[src/rtl/matmul_pkg.sv]
// Shared types and helpers for the matrix-multiply sequencer.
package matmul_pkg;

  typedef enum logic [2:0] {
    IDLE = 3'd0,
    RD_A = 3'd1,
    RD_B = 3'd2,
    MAC  = 3'd3,
    WR_C = 3'd4,
    DONE = 3'd5
  } state_e;

  // Wide enough for any element width in use; callers slice the low bits.
  localparam logic [63:0] SAT_ONES = '1;

  function automatic int dim_width(input int max_dim);
    return $clog2(max_dim + 1);
  endfunction

  function automatic int acc_width(input int data_w, input int max_dim);
    return 2 * data_w + $clog2(max_dim);
  endfunction

endpackage

[src/rtl/matmul_mac.sv]
// Multiply-accumulate datapath: holds the A operand and the running dot product.
module matmul_mac #(
  parameter int DATA_W = 16,
  parameter int ACC_W  = 35
) (
  input  logic              clk,
  input  logic              rst_n,
  input  logic              a_load,
  input  logic              mac_en,
  input  logic              clr,
  input  logic [DATA_W-1:0] a_in,
  input  logic [DATA_W-1:0] b_in,
  output logic [ACC_W-1:0]  acc
);

  logic [DATA_W-1:0]   a_reg_q, a_reg_d;
  logic [ACC_W-1:0]    acc_q, acc_d;
  logic [2*DATA_W-1:0] prod;

  always_comb begin
    prod    = a_reg_q * b_in;
    a_reg_d = a_load ? a_in : a_reg_q;
    acc_d   = acc_q;
    // The first term of each dot product replaces the previous element's sum.
    if (mac_en) acc_d = (clr ? '0 : acc_q) + ACC_W'(prod);
  end

  always_ff @(posedge clk or negedge rst_n) begin
    if (!rst_n) begin
      a_reg_q <= '0;
      acc_q   <= '0;
    end else begin
      a_reg_q <= a_reg_d;
      acc_q   <= acc_d;
    end
  end

  assign acc = acc_q;

endmodule

[src/rtl/matmul_engine.sv]
// Matrix-multiply sequencer: C = A x B over a shared 1-cycle-latency RAM.
// Optional saturation of results is enabled with the MATMUL_SAT_EN macro.
//
// state | meaning
// IDLE  | waiting for start; memory outputs parked at 0
// RD_A  | present address of A[i][k]
// RD_B  | present address of B[k][j]; capture A[i][k]
// MAC   | accumulate A[i][k]*B[k][j]
// WR_C  | write C[i][j], step j/i
// DONE  | one-cycle done (and err on illegal dims)
module matmul_engine import matmul_pkg::*; #(
  parameter int DATA_W  = 16,
  parameter int ADDR_W  = 16,
  parameter int MAX_DIM = 8,
  parameter int DIM_W   = dim_width(MAX_DIM),
  parameter int ACC_W   = acc_width(DATA_W, MAX_DIM)
) (
  input  logic              clk,
  input  logic              rst_n,
  input  logic              start,
  input  logic [DIM_W-1:0]  dim_m,
  input  logic [DIM_W-1:0]  dim_n,
  input  logic [DIM_W-1:0]  dim_p,
  input  logic [ADDR_W-1:0] base_a,
  input  logic [ADDR_W-1:0] base_b,
  input  logic [ADDR_W-1:0] base_c,
  output logic [ADDR_W-1:0] mem_addr,
  output logic [DATA_W-1:0] mem_wdata,
  output logic              mem_we,
  input  logic [DATA_W-1:0] mem_rdata,
  output logic              busy,
  output logic              done,
  output logic              err,
  output logic              ovf
);

  state_e            state_q, state_d;
  logic [DIM_W-1:0]  m_q, m_d, n_q, n_d, p_q, p_d;
  logic [DIM_W-1:0]  i_q, i_d, j_q, j_d, k_q, k_d;
  logic [ADDR_W-1:0] ptr_a_q, ptr_a_d, row_a_q, row_a_d;
  logic [ADDR_W-1:0] ptr_b_q, ptr_b_d, col_b_q, col_b_d, base_b_q, base_b_d;
  logic [ADDR_W-1:0] ptr_c_q, ptr_c_d;
  logic              err_q, err_d;
  logic              dims_bad;
  logic              accept;
  logic [ACC_W-1:0]  acc;
  logic [DATA_W-1:0] result;

  assign dims_bad = (dim_m == '0) || (dim_m > DIM_W'(MAX_DIM)) ||
                    (dim_n == '0) || (dim_n > DIM_W'(MAX_DIM)) ||
                    (dim_p == '0) || (dim_p > DIM_W'(MAX_DIM));
  assign accept   = (state_q == IDLE) && start;

  // Running pointers: row_a marks A[i][0], col_b marks B[0][j]; C is linear.
  always_comb begin
    state_d  = state_q;
    m_d      = m_q;
    n_d      = n_q;
    p_d      = p_q;
    i_d      = i_q;
    j_d      = j_q;
    k_d      = k_q;
    ptr_a_d  = ptr_a_q;
    row_a_d  = row_a_q;
    ptr_b_d  = ptr_b_q;
    col_b_d  = col_b_q;
    base_b_d = base_b_q;
    ptr_c_d  = ptr_c_q;
    err_d    = err_q;
    case (state_q)
      IDLE: begin
        if (start) begin
          m_d      = dim_m;
          n_d      = dim_n;
          p_d      = dim_p;
          i_d      = '0;
          j_d      = '0;
          k_d      = '0;
          ptr_a_d  = base_a;
          row_a_d  = base_a;
          ptr_b_d  = base_b;
          col_b_d  = base_b;
          base_b_d = base_b;
          ptr_c_d  = base_c;
          err_d    = dims_bad;
          state_d  = dims_bad ? DONE : RD_A;
        end
      end
      RD_A: state_d = RD_B;
      RD_B: state_d = MAC;
      MAC: begin
        if (k_q != n_q - DIM_W'(1)) begin
          k_d     = k_q + DIM_W'(1);
          ptr_a_d = ptr_a_q + ADDR_W'(1);
          ptr_b_d = ptr_b_q + ADDR_W'(p_q);
          state_d = RD_A;
        end else begin
          state_d = WR_C;
        end
      end
      WR_C: begin
        k_d     = '0;
        ptr_c_d = ptr_c_q + ADDR_W'(1);
        state_d = RD_A;
        if (j_q == p_q - DIM_W'(1)) begin
          j_d     = '0;
          row_a_d = row_a_q + ADDR_W'(n_q);
          ptr_a_d = row_a_q + ADDR_W'(n_q);
          col_b_d = base_b_q;
          ptr_b_d = base_b_q;
          if (i_q == m_q - DIM_W'(1)) state_d = DONE;
          else                        i_d     = i_q + DIM_W'(1);
        end else begin
          j_d     = j_q + DIM_W'(1);
          ptr_a_d = row_a_q;
          col_b_d = col_b_q + ADDR_W'(1);
          ptr_b_d = col_b_q + ADDR_W'(1);
        end
      end
      DONE: begin
        err_d   = 1'b0;
        state_d = IDLE;
      end
      default: state_d = IDLE;
    endcase
  end

  always_ff @(posedge clk or negedge rst_n) begin
    if (!rst_n) begin
      state_q  <= IDLE;
      m_q      <= '0;
      n_q      <= '0;
      p_q      <= '0;
      i_q      <= '0;
      j_q      <= '0;
      k_q      <= '0;
      ptr_a_q  <= '0;
      row_a_q  <= '0;
      ptr_b_q  <= '0;
      col_b_q  <= '0;
      base_b_q <= '0;
      ptr_c_q  <= '0;
      err_q    <= 1'b0;
    end else begin
      state_q  <= state_d;
      m_q      <= m_d;
      n_q      <= n_d;
      p_q      <= p_d;
      i_q      <= i_d;
      j_q      <= j_d;
      k_q      <= k_d;
      ptr_a_q  <= ptr_a_d;
      row_a_q  <= row_a_d;
      ptr_b_q  <= ptr_b_d;
      col_b_q  <= col_b_d;
      base_b_q <= base_b_d;
      ptr_c_q  <= ptr_c_d;
      err_q    <= err_d;
    end
  end

  matmul_mac #(.DATA_W(DATA_W), .ACC_W(ACC_W)) u_mac (
    .clk    (clk),
    .rst_n  (rst_n),
    .a_load (state_q == RD_B),
    .mac_en (state_q == MAC),
    .clr    (k_q == '0),
    .a_in   (mem_rdata),
    .b_in   (mem_rdata),
    .acc    (acc)
  );

`ifdef MATMUL_SAT_EN
  logic acc_sat;
  logic ovf_q, ovf_d;

  assign acc_sat = |acc[ACC_W-1:DATA_W];
  assign result  = acc_sat ? SAT_ONES[DATA_W-1:0] : acc[DATA_W-1:0];

  always_comb begin
    ovf_d = ovf_q;
    if (accept)                              ovf_d = 1'b0;
    else if ((state_q == WR_C) && acc_sat)   ovf_d = 1'b1;
  end

  always_ff @(posedge clk or negedge rst_n) begin
    if (!rst_n) ovf_q <= 1'b0;
    else        ovf_q <= ovf_d;
  end

  assign ovf = ovf_q;
`else
  logic unused_acc_hi;
  logic unused_accept;

  assign unused_acc_hi = |acc[ACC_W-1:DATA_W];
  assign unused_accept = accept;
  assign result        = acc[DATA_W-1:0];
  assign ovf           = 1'b0;
`endif

  // Memory outputs decode from registered state so reset clears them at once.
  always_comb begin
    mem_addr  = '0;
    mem_wdata = '0;
    mem_we    = 1'b0;
    case (state_q)
      RD_A: mem_addr = ptr_a_q;
      RD_B: mem_addr = ptr_b_q;
      WR_C: begin
        mem_addr  = ptr_c_q;
        mem_wdata = result;
        mem_we    = 1'b1;
      end
      default: ;
    endcase
  end

  assign busy = (state_q != IDLE);
  assign done = (state_q == DONE);
  assign err  = (state_q == DONE) && err_q;

endmodule
[config.mk]
export PLATFORM = sky130hd
export DESIGN_NAME = matmul_engine
export DESIGN_NICKNAME = d
export VERILOG_FILES = /design/src/rtl/matmul_pkg.sv /design/src/rtl/matmul_mac.sv /design/src/rtl/matmul_engine.sv
export SDC_FILE = /design/constraint.sdc
export NUM_CORES = 1
export LEC_CHECK = 0
export ABC_CLOCK_PERIOD_IN_PS = 5700
export CAP_MARGIN = 20
export CORE_ASPECT_RATIO = 1.1
export CORE_UTILIZATION = 55
export DETAILED_ROUTE_END_ITERATION = 10
export GPL_TIMING_DRIVEN = 0
export PLACE_DENSITY_LB_ADDON = 0.3
export SYNTH_ARGS = -nofsm -noshare
export SYNTH_HDL_FRONTEND = slang
export SYNTH_SLANG_ARGS = --single-unit
[constraint.sdc]
create_clock -name clk -period 5.7 [get_ports clk]
set_clock_uncertainty 0.05 [all_clocks]
set_input_delay 1.71 -clock clk [delete_from_list [all_inputs] [get_ports clk]]
set_output_delay 1.71 -clock clk [all_outputs]
set_load 0.03 [all_outputs]
### After elaboration in Yosys (flattened, before gate mapping)

Cells that the tools add are included.
Widths: inputs -> output; s select.

| operators by class | value |
|---|---|
| bitwise operators | 0 |
| multiply operators | 1 |
| reduce and logical (&&, ||, !) cells | 20 |
| add/sub/neg operators | 12 |
| shift-type cells | 0 |
| $lt $le $gt $ge | 3 |
| divide/modulo/power cells | 0 |
| muxes and demuxes | 32 |
| equality and inequality tests | 12 |

Operator list:

| operator | number |
|---|---|
| $pmux 16 s3 | 3 |
| $mux 16 | 8 |
| $pmux 16 s2 | 3 |
| $add 16x1->16 const B | 3 |
| $add 35x32->35 | 1 |
| $mux 35 | 1 |
| $add 16x4->16 | 2 |
| $mul 16x16->32 | 1 |
| $mux 4 | 5 |
| $logic_not 4->1 | 4 |
| $pmux 4 s2 | 2 |
| $mux 3 | 5 |
| $pmux 3 s5 | 1 |
| $add 4x1->4 const B | 3 |
| $gt 4x4->1 const B | 3 |
| $pmux 4 s3 | 1 |
| $sub 4x1->4 const B | 3 |
| $eq 4x4->1 | 2 |
| $ne 2x2->1 const B | 4 |
| $eq 3x2->1 const B | 2 |
| $eq 3x3->1 const B | 2 |
| $reduce_and 2->1 | 3 |
| $reduce_bool 3->1 | 2 |
| $logic_or 1x1->1 | 5 |
| 9 further kinds | 11 |

| word-level totals | value |
|---|---|
| bits in writable memories | 0 |
| memory bits (read-only) | 0 |
| output and inout bits | 37 |
| latch bits | 0 |
| memories kept | 0 |
| input bits | 79 |
| flip-flop bits (word level) | 175 |

### Longest topological paths before layout

| depth | value |
|---|---|
| word-level depth | 9 |
| gate-level depth with buffers | 23 |
| gate-level depth less buffers | 22 |

### Cells and area by module

Synthesis repeated with hierarchy kept, for this count alone.

| second synthesis, totals | value |
|---|---|
| cell total of the unflattened synthesis | 2,236 |
| area, all modules | 19,752.7 µm² |

Modules (own cells, without submodules):

| module | seq. area each (µm²) | instances | area an instance (µm²) | cells each |
|---|---|---|---|---|
| matmul_mac | 1,276.2 | 1 | 11,755.0 | 1,268 |
| matmul_engine | 3,103.0 | 1 | 7,997.7 | 968 |

### Worst setup path after synthesis

OpenSTA, ideal clock, no wires.

| path | value |
|---|---|
| path kind | in2reg |
| start | input port mem_rdata[3] |
| end | register u_mac.acc_q[13], in the netlist u_mac.acc[13] |
| slack | -831 ps |
| stages | 20 |
| data required time | 5,515 ps |
| arrival | 6,346 ps |
| path through | clkbuf_1 > nand2_1 > fa_1 > inv_1 > fa_1 > ha_1 > fa_1 > inv_1 > fa_1 > fa_1 > inv_1 > ha_1 > o21a_1 > o21ai_0 > a21oi_1 > o21ai_0 > nand2b_1 > a21oi_1 > xor2_1 > o21ai_0 |

| on the way | value |
|---|---|
| cells in the longest elaborated chain, start to end | 2 |

Ends and longest elaborated chain:

| what | RTL line | source |
|---|---|---|
| from (decl) | matmul_engine.sv:30 | `input logic [DATA_W-1:0] mem_rdata,` |
| $mul 16x16->32 | matmul_mac.sv:21 | `prod = a_reg_q * b_in;` |
| $add 35x32->35 | matmul_mac.sv:25 | `if (mac_en) acc_d = (clr ? '0 : acc_q) + ACC_W'(prod);` |
| to (signal assigned) | matmul_mac.sv:31 | `acc_q <= '0;` |
| to (signal assigned) | matmul_mac.sv:34 | `acc_q <= acc_d;` |
| to (decl) | matmul_mac.sv:17 | `logic [ACC_W-1:0] acc_q, acc_d;` |

Every way passes these cells.
A chain may end at the register's enable or synchronous reset.

### Final worst setup path

| path | value |
|---|---|
| start | input port mem_rdata[8] |
| end | register u_mac.acc_q[15], in the netlist u_mac.acc[15] |

Same word-level chain as after synthesis.

==> results.py <==
metrics = {
    "floorplan": {
        "dieArea_um2": 25090,
        "num_rows": 59,
        "top_level_ports": 116,
        "start_util": 0.5641,
        "fp.coreArea_um2": 23840,
        "die_h_um": 166.0,
        "die_w_um": 151.1,
    },
    "placement": {
        "hpwl_um": 31960,
        "numPortBuffers": 112,
        "place_ws_ns": -1.650,
        "gp_congestion": 0.9742,
    },
    "synthesis": {
        "async_flop_share": 1.000,
        "syn_area_per_cell_um2": 8.545,
        "synth.distinct_cells": 67,
        "synth-seq-cells": 156,
        "synth_ff_type": "dfrtp_1",
        "synth_area_um2": 13450,
        "synth_warnings": 0,
        "syn_nets": 1819,
        "seq_area_frac_synth": 0.2902,
        "synth_edf_count": 0,
        "syn_inst": 1574,
    },
    "routing": {
        "drc": 0,
        "drtIter0Drc": 1320,
        "finalWirelength_um": 42700,
        "vias_per_cell": 6.062,
        "avgRoutedWirePerCell_um": 20.85,
        "antenna_left": 0,
        "dr_total_vias": 12410,
        "dr.pass1.iters": 7,
    },
    "flow_run": {
        "drv_cap": 0,
    },
    "pwr": {
        "sequentialPowerShare": 0.168,
        "power_frac_clock": 0.166,
        "power.density_nw_per_um2": 447.1,
        "power_switching_mw": 3.123,
        "internal_power_mw": 4.143,
        "swShare": 0.4298,
        "vdd_drop_max_uv": 531.8,
        "pwr-share-comb": 0.666,
        "p_leak_nw": 7.271,
    },
    "global_routing": {
        "antenna_found_initial": 0,
        "grt_overflow_total": 0,
        "grt_use_total": 0.3499,
        "grt_pass1_wl_um": 66540,
        "grt_max_degree": 94,
        "grt_pass1_vias": 12820,
    },
    "clock_tree": {
        "cts_root_buf": "clkbuf_16",
        "clk_latency_ns": 0.44,
        "clk_pin_slew_worst_paths_ns": 0.08,
        "cts-buffers-inserted": 17,
        "cts_hold_buffers": 0,
        "cts_tree": "done",
        "cts_buffer_depth": 2,
        "clock_sinks": 156,
        "htreeDepth": 4,
    },
    "critical_path": {
        "start_kind": "input port",
        "rr_worst_depth": 18,
        "worstPathMaxFanout": 9,
        "critPathCaptureType": "flop",
        "worstPathArrival_ns": 6.38,
        "critPathKind": "input port to flop",
        "reg2reg_slack_ns": -0.03,
        "crit_required_ns": 5.94,
    },
    "timing": {
        "slew_headroom": 0.3931,
        "slew_viol_final": 0,
        "max_freq_mhz": 163.1,
        "setup_violations": 6,
        "setup_slack_ns": -0.4324,
        "tightest_slew_ns": 0.9043,
        "hold_viol": 0,
        "min_period_over_period": 1.076,
        "min_period_ns": 6.132,
        "fin_hold_ws_ns": 0.4316,
        "rsz0062_at_grt": "yes",
    },
    "final_layout": {
        "diodes": 0,
        "nFillCells": 1903,
        "area_delta_synth_final_pct": 20.82,
        "drive_above_1_share": 0.1222,
        "num-nets-final": 1975,
    },
    "worst_hold_path": {
        "min_path_cells": 2,
        "hold_class": "flop to flop",
    },
    "status": {
        "violations": "negative setup slack",
        "status": "finished with violations",
    },
}
==> power by group through the flow <==
stage	registers (mW)	logic [mW]	clock network, mW
global placement	1.23	3.90	0
detailed placement	1.24	4.03	0
global route	1.22	5.33	1.26
floorplan	1.21	3.10	0
finish	1.22	4.84	1.21
CTS	1.22	4.49	1.21
==> per-layer routing <==
| layer | up-vias | wire length [um] | global-route usage |
|---|---|---|---|
| met4 | 0 | 2181 | 0.1852 |
| met2 | 660 | 21590 | 0.5989 |
| met3 | 154 | 3468 | 0.06374 |
| li1 | 5544 | - | - |
| met5 | - | 0 | 0 |
| met1 | 6056 | 15470 | 0.4127 |
==> worst max-delay path, stage by stage <==
cell and delay, ns:
buf_2 0.21, nand2_1 0.11, fa_1 0.51, fa_1 0.52, inv_1 0.05, fa_1 0.46
fa_1 0.55, inv_1 0.05, fa_1 0.46, fa_2 0.39, xor2_1 0.16, xnor2_1 0.20
xnor2_1 0.11, xnor2_1 0.31, xnor2_1 0.14, xnor2_1 0.20, xnor2_1 0.15, o21ai_1 0.07
==> area by class of cell <==
cell class | instances | area [um2] | share of cell area
tap | 305 | 381.6 | 0.02348
multi-input combinational | 1166 | 8891 | 0.5471
inverter | 164 | 615.6 | 0.03788
clock inverter | 15 | 197.7 | 0.01217
sequential | 156 | 3904 | 0.2402
timing repair buffer | 138 | 1409 | 0.08670
buffer | 87 | 426.7 | 0.02625
clock buffer | 17 | 425.4 | 0.02618
==> path summary, 6_finish.rpt <==
| check | start | to |
|---|---|---|
| max in group asynchronous | rst_n | base_b_q[14] |
| min reg2reg | base_b_q[0] | base_b_q[0] |
| max | mem_rdata[8] | u_mac.acc[15] |
| max reg2reg | u_mac.a_reg_q[1] | u_mac.acc[15] |
| min | base_b_q[0] | base_b_q[0] |
| min in group asynchronous | rst_n | row_a_q[7] |
==> repair_timing <==
action | CTS | global route
pin swaps | 47 | 26
gates resized for setup | 98 | 32
setup endpoints to repair | 9 | 8
gates cloned | 2 | 0
setup buffers | 20 | 4
==> cell families after synthesis <==
group                      count (synthesis)  synth area share
DFF                                      156            0.2902
other                                      1         0.0002788
AOI/OAI and AO/OA                        325            0.1544
buffers and inverters                    252           0.07330
adders and majority gates                166            0.2080
xor gates and xnor gates                 100           0.06781
muxes                                     19           0.01591
and+or+nand+nor                          555            0.1900
==> cells in the mapped netlist (3+ instances only) <==
| library cell | count | area, um2 |
|---|---|---|
| nor2_1 | 96 | 360.4 |
| mux2_2 | 19 | 214.0 |
| nand3_1 | 30 | 150.1 |
| nor3_1 | 17 | 85.08 |
| ha_1 | 70 | 875.8 |
| and4_1 | 3 | 26.28 |
| nand2b_1 | 4 | 25.02 |
| a21oi_1 | 84 | 420.4 |
| a31oi_1 | 15 | 93.84 |
| xnor2_1 | 61 | 534.3 |
| dfrtp_1 | 156 | 3904 |
| nor4_1 | 4 | 25.02 |
| a22o_1 | 4 | 35.03 |
| nor2b_1 | 9 | 56.30 |
| o22ai_1 | 16 | 100.1 |
| nand2_1 | 273 | 1025 |
| xor2_1 | 35 | 306.5 |
| a221oi_1 | 15 | 131.4 |
| or3_1 | 5 | 31.28 |
| clkbuf_1 | 66 | 247.7 |
| a221o_1 | 18 | 180.2 |
| o21a_1 | 4 | 30.03 |
| nand4_1 | 12 | 75.07 |
| fa_1 | 96 | 1922 |
| and2_1 | 62 | 387.9 |
| o21ai_0 | 95 | 475.5 |
| inv_1 | 163 | 611.8 |
| a211oi_1 | 18 | 135.1 |
| buf_2 | 13 | 65.06 |
| buf_1 | 3 | 11.26 |
| a21boi_0 | 3 | 22.52 |
| o22a_1 | 6 | 52.55 |
| a21o_1 | 5 | 37.54 |
| o31ai_1 | 5 | 37.54 |
| a22oi_1 | 19 | 142.6 |
| buf_4 | 4 | 30.03 |
| and3_1 | 26 | 162.7 |
==> per-stage QoR <==
stage	setup TNS, ns	util	instances	area [um2]	power [mW]
final	-1.662	0.6815	2048	16250	7.265
after global routing	-2.639	0.6815	2048	16250	7.814
after CTS	-1.595	0.6771	2045	16150	6.915
after detailed placement	-11.46	0.6387	1992	15230	5.267
after global placement	-574.52	0.6374	1991	15200	5.129
after floorplan	-1.835	-	1574	13690	4.313
==> flip-flops by register name (all words and copies together), names as in the netlist, 16 cells and up <==
name	count
ptr_b_q	16
row_a_q	16
ptr_c_q	16
ptr_a_q	16
col_b_q	16
u_mac.a_reg_q	16
base_b_q	16
u_mac.acc	16
==> layout by cell type, fill, tap and decap left out, types with 14 or more instances in the layout <==
master	instances
mux2_2	17
a211oi_1	18
a21oi_1	79
o22ai_1	16
buf_2	14
and2_4	17
nand2_1	270
inv_1	143
xor2_1	35
o21ai_0	88
xnor2_1	61
a221oi_1	15
buf_4	23
a22oi_1	19
fa_1	89
nand3_1	30
a221o_1	18
nor2_1	94
a31oi_1	15
and2_1	45
ha_1	56
and3_1	26
dfrtp_1	156
clkbuf_1	58
clkdlybuf4s50_1	100
nor3_1	15
clkbuf_16	17
inv_2	21
No activity file was read; power rests on OpenSTA's default activity.
==> patch 1: new RTL, same flow settings <==
Take the reset off `m_q` and load it in a clocked block of its own.
--- a/src/rtl/matmul_engine.sv
+++ b/src/rtl/matmul_engine.sv
@@ -128,7 +128,6 @@
   always_ff @(posedge clk or negedge rst_n) begin
     if (!rst_n) begin
       state_q  <= IDLE;
-      m_q      <= '0;
       n_q      <= '0;
       p_q      <= '0;
       i_q      <= '0;
@@ -143,7 +142,6 @@
       err_q    <= 1'b0;
     end else begin
       state_q  <= state_d;
-      m_q      <= m_d;
       n_q      <= n_d;
       p_q      <= p_d;
       i_q      <= i_d;
@@ -159,6 +157,10 @@
     end
   end
 
+  always_ff @(posedge clk) begin
+    m_q <= m_d;
+  end
+
   matmul_mac #(.DATA_W(DATA_W), .ACC_W(ACC_W)) u_mac (
     .clk    (clk),
     .rst_n  (rst_n),
Formal check against the unedited RTL: no difference found for any inputs over 4 cycles, from zero or initial values and one cycle with rst_n low; that may be too few to reach the edited logic, so the function may still have changed.
==> patch 1 against the unedited design <==
Sequential cell count unchanged; area after synthesis is 0.99% lower; the run still ends with setup timing left; highest routed layer unchanged; global-route usage up 0.56 points; worst hold slack got worse by 3.8 ps; setup slack lost 46 ps; largest cell class unchanged; final area fell by 1.7%; core utilization decreased by 0.72 points; via count fell by 2.3%; wire length shrank 1.6%.
Power is not shown: default switching activity piles up to over one toggle a cycle in this logic, so the estimate is an artifact.
==> patch 1: results (changes against the unedited design) <==
[cells_and_area]
n_fill_cell = 1882  ; was 1903
drive_gt1_frac = 0.121  ; was 0.122
layout.nets = 1947  ; was 1975

[grt]
grt_pass1_wl_um = 66200  ; was 66500 µm
antenna_found_initial = 0  ; unchanged
grt_max_degree = 93  ; was 94
grt_pass1_vias = 12700  ; was 12800
gr-total-overflow = 0  ; unchanged
grt_use_total = 0.356  ; was 0.350

[placement]
io_buffers = 111  ; was 112
gp_congestion = 1.01  ; was 0.974
post-place-ws_ps = -1670  ; was -1650 ps
hpwl_um = 32100  ; was 32000 µm

[critical_path]
reg2reg_from = u_mac.a_reg_q[0]  ; was u_mac.a_reg_q[1]
cp_max_fo = 5  ; was 9
critical_path.startpoint = mem_rdata[5]  ; was mem_rdata[8]
cp_data_required_time_ps = 5960  ; was 5940 ps

[clock_network]
path_clk_slew_ps = 60  ; was 80 ps

[synth]
synthXorXnorAreaFrac = 0.0700  ; was 0.0678
async_flop_share = 0.974  ; was 1.00
muxShareOfSynthArea = 0.0160  ; was 0.0159
synth_top_area_frac = 0.286  ; was 0.290
ys_seq_area_frac = 0.295  ; was 0.290
ys_warn_count = 0  ; unchanged
synth_edf_count = 4  ; was 0
netlist_top_cells_area = dfrtp_1 29%, fa_1 14%, nand2_1 7.6%, ha_1 6.6%, inv_1 4.7%  ; was dfrtp_1 29%, fa_1 14%, nand2_1 7.6%, ha_1 6.5%, inv_1 4.5%
synthesis.nets = 1793  ; was 1819
netlist-cell-type-count = 65  ; was 67
synth-compound-area-share = 0.145  ; was 0.154
ys_top_cells_by_count = 271 x nand2_1, 166 x inv_1, 152 x dfrtp_1  ; was 273 x nand2_1, 163 x inv_1, 156 x dfrtp_1
synth_fa_ha_area_frac = 0.210  ; was 0.208

[run_status]
violations = setup timing  ; unchanged
outcome = finished, violations left  ; unchanged

[drt]
vias = 12100  ; was 12400
drtPass1Iterations = 6  ; was 7
first_iter_violations = 943  ; was 1320
wl_per_cell_um = 20.8  ; was 20.9 µm

[sta]
finalSetupTns_ps = -1790  ; was -1660 ps
setup_ws_ps = -478  ; was -432 ps
slew_headroom = 0.405  ; was 0.393
finalSetupViolCount = 6  ; unchanged

[min_path]
hp-class = flip-flop to flip-flop  ; unchanged

patch 1: per-layer routing:
metal,global-route usage,up-vias,share of wire
met2,0.603,591,0.49
met1,0.408,5903,0.37
met4,0.239,0,0.065
li1,-,5452,-
met3,0.0673,180,0.073
met5,0,-,0
patch 1: worst max-delay path, delay by kind of cell:
kind | cells | cell delay (ps)
XOR/XNOR | 1 | 180
buffers and inverters | 4 | 370
adder cells (fa/ha/maj) | 7 | 3000
AND/OR/NAND/NOR | 2 | 300
AO/OA/AOI/OAI | 6 | 870
patch 1: through the flow:
stage | cell area (µm²) | instances | util
3_5_place_dp | 15000 | 1965 | 0.635
6_report | 16000 | 2021 | 0.674
3_3_place_gp | 15000 | 1964 | 0.634
2_1_floorplan | 13500 | 1548 | -
5_1_grt | 16000 | 2020 | 0.674
4_1_cts | 15800 | 2012 | 0.667
patch 1: what timing repair did:
action,in CTS,in global routing
setup endpoints to repair,9,7
hold buffers,0,0
pin swaps,49,44
gates cloned,3,0
setup buffers,12,8
resized for setup,89,36
patch 1: layout make-up:
| type | instances | area share |
|---|---|---|
| clock buffers | 20 | 0.0280 |
| diodes | 1 | 0.000157 |
| multi-input cells | 1141 | 0.544 |
| repair buffers | 135 | 0.0857 |
| inverters | 166 | 0.0390 |
| clock inverters | 12 | 0.00470 |
| plain buffers | 85 | 0.0288 |
| well taps | 305 | 0.0239 |
| flip-flops and latches | 156 | 0.246 |
patch 1: kinds of logic after synthesis:
| kind of cell | Yosys count |
|---|---|
| buffers and inverters | 251 |
| AO/OA/AOI/OAI | 305 |
| AND/OR/NAND/NOR | 546 |
| XOR/XNOR | 104 |
| adder cells (fa/ha/maj) | 166 |
| other | 1 |
| flip-flops | 156 |
| multiplexers | 19 |
patch 1: worst paths after layout:
path / end / slack [ps] / cells after the start
min in group asynchronous: p_q[3] / 1220 / 1
hold reg to reg: base_b_q[0] / 430 / 2
max in group asynchronous: ptr_a_q[13] / 3470 / 2
hold / removal: base_b_q[0] / 430 / 2
setup reg to reg: u_mac.acc[15] / -160 / 20
setup / recovery: u_mac.acc[15] / -480 / 20
==> patch 2: new RTL, config.mk and constraints unchanged <==
Made on the original files. Set the parameter `ADDR_W` to 14 (it was 16).
--- a/src/rtl/matmul_engine.sv
+++ b/src/rtl/matmul_engine.sv
@@ -10,7 +10,7 @@
 // DONE  | one-cycle done (and err on illegal dims)
 module matmul_engine import matmul_pkg::*; #(
   parameter int DATA_W  = 16,
-  parameter int ADDR_W  = 16,
+  parameter int ADDR_W  = 14,
   parameter int MAX_DIM = 8,
   parameter int DIM_W   = dim_width(MAX_DIM),
   parameter int ACC_W   = acc_width(DATA_W, MAX_DIM)
Interface: changed (resized base_a, base_b, base_c and mem_addr); port bits go from 116 to 108. No check against the original RTL was run, so the function may have changed too.
==> patch 2 against the unedited design <==
The flow still finishes with violations (setup timing); area after synthesis shrank 7.1%; wire length shrank 10%; final area shrank 7.0%; fmax grew 0.59%; setup slack gained 36 ps; sequential cell count shrank 12; sequential share of layout area shrank 0.17 points; critical path type unchanged.
Power is left out: the tool's default activity adds up to more than one toggle a clock period on the data nets, which glitch-free logic cannot reach.
==> patch 2: results (changes against the unedited design) <==
[sta]
setup_ws_ps = -396  ; was -432 ps
tightest_slew_ps = 811  ; was 904 ps
finalSetupViolCount = 6  ; unchanged

[critical_path]
critical_path_arrival_ps = 6340  ; was 6380 ps
cp_max_fo = 8  ; was 9
critical_path.startpoint = mem_rdata[2]  ; was mem_rdata[8]

[run_status]
violations = setup timing  ; unchanged
outcome = finished, violations left  ; unchanged

[cells_and_area]
drive_gt1_frac = 0.135  ; was 0.122
layout.nets = 1815  ; was 1975
n_fill_cell = 1780  ; was 1903

[synth]
netlist-cell-type-count = 65  ; was 67
netlist_top_cells_area = dfrtp_1 29%, fa_1 15%, nand2_1 7.5%, ha_1 7.0%, xnor2_1 4.5%  ; was dfrtp_1 29%, fa_1 14%, nand2_1 7.6%, ha_1 6.5%, inv_1 4.5%
synthesis.nets = 1674  ; was 1819
ys_top_cells_by_count = 249 x nand2_1, 144 x dfrtp_1, 143 x inv_1  ; was 273 x nand2_1, 163 x inv_1, 156 x dfrtp_1
ys_seq_area_frac = 0.288  ; was 0.290

[grt]
grt_max_degree = 83  ; was 94
grt_use_total = 0.333  ; was 0.350

[clock_network]
cts_resized = 99  ; was 98
postCtsSetupBuffers = 11  ; was 20

[drt]
totalWireLength_um = 38400  ; was 42700 µm
first_iter_violations = 1075  ; was 1320
drtPass1Iterations = 5  ; was 7
vias = 11300  ; was 12400

[placement]
io_buffers = 104  ; was 112
dpl_cell_area_um2 = 14100  ; was 15200 µm²

[min_path]
hp-start = base_b_q[10]  ; was base_b_q[0]

==> patch 2: logic make-up after synthesis <==
kind of cell / Yosys count / synth area share
and+or+nand+nor: 528 / 0.195
AOI/OAI and AO/OA: 258 / 0.135
buffers and inverters: 219 / 0.0706
adders and majority gates: 166 / 0.224
DFF: 144 / 0.288
xor gates and xnor gates: 100 / 0.0701
muxes: 19 / 0.0169
other: 1 / 0.000300
==> patch 2: layout make-up <==
type                    count  area [µm²]  share of cell area
well taps                 295         369              0.0244
plain buffers              75         430              0.0285
clock buffers              20         447              0.0296
repair buffers            122        1250              0.0827
clock inverters            10        90.1             0.00596
flip-flops and latches    144        3600               0.239
inverters                 144         541              0.0358
multi-input cells        1072        8380               0.555
==> patch 2: per-layer routing <==
| layer | GRT usage | vias up | part of all wire |
|---|---|---|---|
| li1 | - | 5024 | - |
| met1 | 0.391 | 5509 | 0.37 |
| met2 | 0.580 | 630 | 0.50 |
| met3 | 0.0554 | 163 | 0.075 |
| met4 | 0.181 | 0 | 0.054 |
| met5 | 0 | - | 0 |
==> patch 2: stage by stage <==
step	hold WS [ps]	instances	utilization	setup WS [ps]	TNS, ps
CTS	429	1879	0.675	-367	-1250
global placement	408	1834	0.636	-3080	-452590
global route	450	1882	0.681	-555	-2070
floorplan	395	1435	-	-429	-1760
detailed placement	413	1835	0.637	-1780	-12310
finish	425	1882	0.681	-396	-1330
==> patch 2: critical path, stage by stage <==
cell       delay (ps)
buf_12            120
clkbuf_16         150
and2_1            170
fa_1              500
inv_1              60
fa_1              460
fa_2              550
fa_1              450
fa_1              510
fa_1              540
inv_2              60
ha_4              250
o21a_1            210
o21ai_2           150
a21oi_2            50
nor2_2            140
xnor2_1           150
o21ai_1            80
